<file path="src/rtl/word_aligner_10b.sv">
// word_aligner_10b: hunts K28.5 commas in a serial 8b/10b bit stream, confirms alignment, emits aligned 10b words.
// Optional feature macro ALIGN_STATS_EN adds o_Realign_Cnt (saturating count of LOCKED->HUNT transitions).
module word_aligner_10b #(
  parameter int         CONFIRM_N = 3,
  parameter int         LOSS_N    = 4,
  parameter logic [9:0] COMMA_P   = 10'b0011111010,
  parameter logic [9:0] COMMA_N   = 10'b1100000101
) (
  input  logic       i_Clk,
  input  logic       i_Rst,
  input  logic       i_Bit_Valid,
  input  logic       i_Bit,
  output logic [9:0] o_Word,
  output logic       o_Word_Valid,
  output logic       o_Is_Comma,
  output logic       o_Locked,
  output logic [1:0] o_State
`ifdef ALIGN_STATS_EN
  ,
  output logic [7:0] o_Realign_Cnt
`endif
);

  localparam int CW = $clog2(CONFIRM_N + 1);
  localparam int MW = $clog2(LOSS_N + 1);
  localparam logic [CW-1:0] CONFIRM_MAX = CW'(CONFIRM_N);
  localparam logic [MW-1:0] LOSS_MAX    = MW'(LOSS_N);

  typedef enum logic [1:0] {
    ST_HUNT   = 2'b00,
    ST_SYNC   = 2'b01,
    ST_LOCKED = 2'b10
  } state_t;

  state_t        state_q, state_d;
  logic [8:0]    sr_q, sr_d;
  logic [3:0]    ph_q, ph_d;
  logic [CW-1:0] confirm_q, confirm_d, confirm_inc;
  logic [MW-1:0] miss_q, miss_d, miss_inc;
  logic [9:0]    word_q, word_d;
  logic          word_valid_q, word_valid_d;
  logic          is_comma_q, is_comma_d;

  logic [9:0]    nxt;
  logic          comma;
  logic          boundary;
  logic          emit;

  // Candidate word formed by the bit being accepted this cycle.
  always_comb begin
    nxt         = {sr_q, i_Bit};
    comma       = (nxt == COMMA_P) || (nxt == COMMA_N);
    boundary    = (ph_q == 4'd9);
    confirm_inc = (confirm_q == CONFIRM_MAX) ? confirm_q : confirm_q + CW'(1);
    miss_inc    = (miss_q == LOSS_MAX) ? miss_q : miss_q + MW'(1);
  end

  always_comb begin
    state_d      = state_q;
    sr_d         = sr_q;
    ph_d         = ph_q;
    confirm_d    = confirm_q;
    miss_d       = miss_q;
    word_d       = word_q;
    is_comma_d   = is_comma_q;
    word_valid_d = 1'b0;
    emit         = 1'b0;

    if (i_Bit_Valid) begin
      sr_d = nxt[8:0];
      ph_d = boundary ? 4'd0 : ph_q + 4'd1;

      unique case (state_q)
        ST_HUNT: begin
          if (comma) begin
            ph_d      = 4'd0;
            emit      = 1'b1;
            confirm_d = CW'(1);
            if (CONFIRM_N <= 1) begin
              state_d = ST_LOCKED;
              miss_d  = '0;
            end else begin
              state_d = ST_SYNC;
            end
          end
        end

        ST_SYNC: begin
          emit = boundary;
          if (comma) begin
            if (boundary) begin
              confirm_d = confirm_inc;
              if (confirm_inc == CONFIRM_MAX) begin
                state_d = ST_LOCKED;
                miss_d  = '0;
              end
            end else begin
              // A comma off the current phase restarts confirmation on its own boundary.
              ph_d      = 4'd0;
              emit      = 1'b1;
              confirm_d = CW'(1);
            end
          end
        end

        ST_LOCKED: begin
          emit = boundary;
          if (comma) begin
            if (boundary) begin
              miss_d = '0;
            end else begin
              // Stray commas are tolerated; only repeated ones drop lock, and never realign.
              miss_d = miss_inc;
              if (miss_inc == LOSS_MAX) begin
                state_d = ST_HUNT;
              end
            end
          end
        end

        default: state_d = ST_HUNT;
      endcase

      if (emit) begin
        word_d       = nxt;
        word_valid_d = 1'b1;
        is_comma_d   = comma;
      end
    end
  end

  always_ff @(posedge i_Clk or posedge i_Rst) begin
    if (i_Rst) begin
      state_q      <= ST_HUNT;
      sr_q         <= '0;
      ph_q         <= '0;
      confirm_q    <= '0;
      miss_q       <= '0;
      word_q       <= '0;
      word_valid_q <= 1'b0;
      is_comma_q   <= 1'b0;
    end else begin
      state_q      <= state_d;
      sr_q         <= sr_d;
      ph_q         <= ph_d;
      confirm_q    <= confirm_d;
      miss_q       <= miss_d;
      word_q       <= word_d;
      word_valid_q <= word_valid_d;
      is_comma_q   <= is_comma_d;
    end
  end

`ifdef ALIGN_STATS_EN
  logic [7:0] realign_q, realign_d;

  always_comb begin
    realign_d = realign_q;
    if ((state_q == ST_LOCKED) && (state_d == ST_HUNT) && (realign_q != 8'hFF)) begin
      realign_d = realign_q + 8'd1;
    end
  end

  always_ff @(posedge i_Clk or posedge i_Rst) begin
    if (i_Rst) begin
      realign_q <= '0;
    end else begin
      realign_q <= realign_d;
    end
  end

  assign o_Realign_Cnt = realign_q;
`endif

  assign o_Word       = word_q;
  assign o_Word_Valid = word_valid_q;
  assign o_Is_Comma   = is_comma_q;
  assign o_Locked     = (state_q == ST_LOCKED);
  assign o_State      = state_q;

endmodule
</file>
<file path="config.mk">
export PLATFORM = sky130hd
export DESIGN_NAME = word_aligner_10b
export DESIGN_NICKNAME = d
export VERILOG_FILES = /design/src/rtl/word_aligner_10b.sv
export SDC_FILE = /design/constraint.sdc
export NUM_CORES = 1
export LEC_CHECK = 0
export CAP_MARGIN = 20
export CORE_UTILIZATION = 58
export DETAILED_ROUTE_END_ITERATION = 10
export DONT_BUFFER_PORTS = 1
export PLACE_DENSITY = 0.74
export SYNTH_ARGS = -nofsm -noshare
export SYNTH_HDL_FRONTEND = slang
export SYNTH_SLANG_ARGS = --single-unit
</file>
<file path="constraint.sdc">
create_clock -name i_Clk -period 2.37 [get_ports i_Clk]
set_input_delay 0.5925 -clock i_Clk [delete_from_list [all_inputs] [get_ports i_Clk]]
set_output_delay 0.5925 -clock i_Clk [all_outputs]
set_load 0.01 [all_outputs]
</file>
==> run_results.csv <==
group,metric,value,unit
power_and_ir_drop,intPower,1.080,mW
detailed_routing,vias,1121,
sta,worst_pin_slew,0.4672,ns
worst_setup_path,crit_cells,5,
cells_and_area,syn2layout_area_growth,6.842,%
synth,yosysTopAreaCellShare,50.91,%
sta,fmax,489.1,MHz
floorplanning,rows,18,
cells_and_area,fin_cells,173,
cells_and_area,drive_above_1_share,20.98,%
worst_setup_path,cp_top_family,"simple AND/OR/NAND/NOR gates",
floorplanning,fp.dieW,54.08,µm
placement,dpl.hpwl,2021,µm
floorplanning,start_util,62.35,%
cts,ctsRootBufferMaster,"clkbuf_4",
synth,ys_ff_latch,32,
cells_and_area,multiInputGateArea,705.7,µm²
sta,finalSetupViolations,0,
sta,min_period,2.045,ns
power_and_ir_drop,switching_share,30.97,%
cts,cts_resized,0,
sta,slew_viol_final,0,
status,status,"finished clean",
cts,clock-sinks,32,
placement,place_ws,0.2802,ns
synth,yosys-top-cells-area,"dfrtp_1 51%, mux2_2 7.9%, a221o_1 3.8%, ha_1 3.2%, inv_1 2.4%",
run,cap_violations,0,
worst_setup_path,cp.buffers_inverters,0,
grt,grt_max_degree,33,
cells_and_area,diodes,0,
sta,rsz0062_at_grt,"false",
detailed_routing,wire_per_inst,16.97,µm
sta,slew_headroom,68.82,%
detailed_routing,ant_nets,0,
worst_setup_path,required,2.60,ns
worst_setup_path,path_max_fanout,8,
placement,port_buffers,0,
cts,postCtsSetupRepairBufs,0,
synth,synth-main-ff-cell,"dfrtp_1",
placement,dp.cells,165,
worst_setup_path,cpPeakStageDelay,0.46,ns
cts,cts_buffer_depth,2,
grt,grt.overflow.total,0,
synth,syn_area,0.001573,mm²
synth,yosysTopAreaCell,"dfrtp_1",
cts,clk_pin_slew,0.10,ns
sta,fin_crit_sh,86.27,%
power_and_ir_drop,p_seq_share,55.2,%
grt,grt_pass1_wl,4664,µm
worst_setup_path,critPathLaunch,"sr_q[7]$_DFFE_PP0P_",
cells_and_area,layout.nets,150,
synth,synthArstFlopShare,100.0,%
detailed_routing,wl,2935,µm
worst_setup_path,cp-endpoint,"ph_q[3]$_DFFE_PP0P_",
worst_setup_path,r2r_slack,0.33,ns
synth,ys_seq_area_share,50.91,%
floorplanning,die_h,54.08,µm
cts,insertion_delay,0.34,ns
detailed_routing,vias_per_cell,6.480,
worst_hold_path,hold_path_class,"primary input to async pin",
worst_setup_path,arrival,2.28,ns
worst_setup_path,reg2reg_depth,5,
floorplanning,die-area,0.002924,mm²
cts,cts_made_buffers,5,
cells_and_area,final_core_util,66.62,%
power_and_ir_drop,powerDensity,930.8,mW/mm²
cts,postCtsHoldBufs,0,
floorplanning,ios,19,
sta,clock_skew,0.008506,ns
sta,final_hold_viol_count,0,
detailed_routing,dr.pass1.iters,4,
synth,syn_nets,145,
power_and_ir_drop,power_frac_clock,26.3,%
power_and_ir_drop,leakage,0.8012,nW
synth,yosys_warnings,0,
worst_setup_path,crit_slowest_cell,"dfrtp_1",
placement,place.gp.congestion,0.8082,
worst_setup_path,r2r-start,"sr_q[7]$_DFFE_PP0P_",
worst_setup_path,crit_type,"flip-flop to flip-flop",
grt,antenna_found_initial,0,
detailed_routing,drc,0,
synth,synth_cell_types,46,
synth,synth_edf_count,0,
worst_setup_path,r2r_end,"ph_q[3]$_DFFE_PP0P_",
power_and_ir_drop,combPwrFrac,18.5,%
grt,grt_usage,23.00,%
cts,cts_tree,"built",
cts,cts_max_level,2,
detailed_routing,initialDrtViolationCount,19,
synth,avgSynthCellArea,11.48,µm²
synth,synth_cells,137,
floorplanning,core-area,0.002522,mm²
power_and_ir_drop,power_switching,484.5,µW
sta,finalSetupTns,0,ns
worst_setup_path,endpoint_kind,"flip-flop",
grt,grt_pass1_vias,1083,
worst_setup_path,crit_chain,"nor4bb_1, nand4_1, a21oi_1, nor2_1, a221o_1",
cells_and_area,fillCellCount,193,
sta,worst_slack,0.3254,ns
cells_and_area,seqCellArea,800.8,µm²
worst_setup_path,crit_path_start_kind,"flip-flop",
power_and_ir_drop,irDropWorstVdd,0.7445,mV
[per-stage QoR]
| stage | area [µm²] | total power, mW | hold slack [ns] |
|---|---|---|---|
| final | 1680 | 1.564 | 0.2200 |
| after global routing | 1680 | 1.646 | 0.2457 |
| after CTS | 1680 | 1.571 | 0.2200 |
| after detailed placement | 1604 | 1.163 | 0.4755 |
| after global placement | 1604 | 1.140 | 0.4640 |
| after floorplan | 1573 | 1.087 | 0.4494 |
[worst min path at each step]
stage | from | end
global placement | confirm_q[0]$_DFFE_PP0P_ | confirm_q[0]$_DFFE_PP0P_
global route | i_Rst | ph_q[3]$_DFFE_PP0P_
detailed placement | confirm_q[0]$_DFFE_PP0P_ | confirm_q[0]$_DFFE_PP0P_
finish | i_Rst | miss_q[2]$_DFFE_PP0P_
CTS | i_Rst | miss_q[2]$_DFFE_PP0P_
floorplan | confirm_q[0]$_DFFE_PP0P_ | confirm_q[0]$_DFFE_PP0P_
[routing by layer]
layer	global-route usage [%]	vias up	routed length, µm
li1	-	522	-
met1	24.60	559	1265
met2	39.09	34	1429
met3	10.73	6	190
met4	8.974	0	49
met5	0	-	0
[power groups by stage]
stage / sequential, mW / clock [mW] / combinational, mW
final: 0.864 / 0.411 / 0.289
after global routing: 0.894 / 0.436 / 0.316
after CTS: 0.863 / 0.417 / 0.291
after detailed placement: 0.873 / 0 / 0.290
after global placement: 0.866 / 0 / 0.274
after floorplan: 0.831 / 0 / 0.256
[cells in the mapped netlist (2+ instances only)]
master	count
nor4bb_1	2
ha_1	4
inv_1	10
a21oi_1	6
dfrtp_1	32
mux2_2	11
nand2b_1	2
a22o_1	4
o21ai_0	4
a22o_2	2
a31oi_1	2
nand2_1	8
nor2_1	7
buf_2	2
a21o_1	2
nand3_1	4
a221o_1	6
[state kept, by name, indices dropped and copies added, names as in the netlist]
| name | cells |
|---|---|
| o_Is_Comma | 1 |
| o_Word_Valid | 1 |
| sr_q | 9 |
| miss_q | 3 |
| o_Word | 10 |
| ph_q | 4 |
| o_State | 2 |
| confirm_q | 2 |
[cell type report]
cell class,count,area share (%)
clock buffers,6,2.457
clock inverters,2,2.085
inverters,10,2.234
multi-input cells,90,42.00
flip-flops and latches,32,47.65
well taps,30,2.234
repair buffers,3,1.340
[logic make-up (layout without fill, tap and decap cells)]
| kind of cell | Yosys count | after routing | share of synthesized area (%) |
|---|---|---|---|
| fa+ha+maj | 4 | 4 | 3.182 |
| xor+xnor | 1 | 1 | 0.5570 |
| mux | 13 | 13 | 9.467 |
| flops | 32 | 32 | 50.92 |
| compound gates | 36 | 36 | 18.22 |
| buf+inv | 15 | 21 | 4.216 |
| simple gates | 36 | 36 | 13.45 |
[worst reg2reg max path, stage by stage (launching register included)]
cell	delay [ns]
dfrtp_1	0.46
nor4bb_1	0.36
nand4_1	0.28
a21oi_1	0.44
nor2_1	0.11
a221o_1	0.30
[cells in the final DEF (no fill, tap or decap), types with 3 or more instances in the layout]
cell type | Yosys | routed
a21oi_1 | 6 | 6
nand2_1 | 8 | 8
inv_1 | 10 | 10
mux2_2 | 11 | 11
nand3_1 | 4 | 4
clkbuf_4 | 0 | 5
a221o_1 | 6 | 6
dfrtp_1 | 32 | 32
buf_4 | 0 | 3
ha_1 | 4 | 4
a22o_1 | 4 | 4
nor2_1 | 7 | 7
o21ai_0 | 4 | 4
Note: power is estimated with default switching activity, not from simulation.
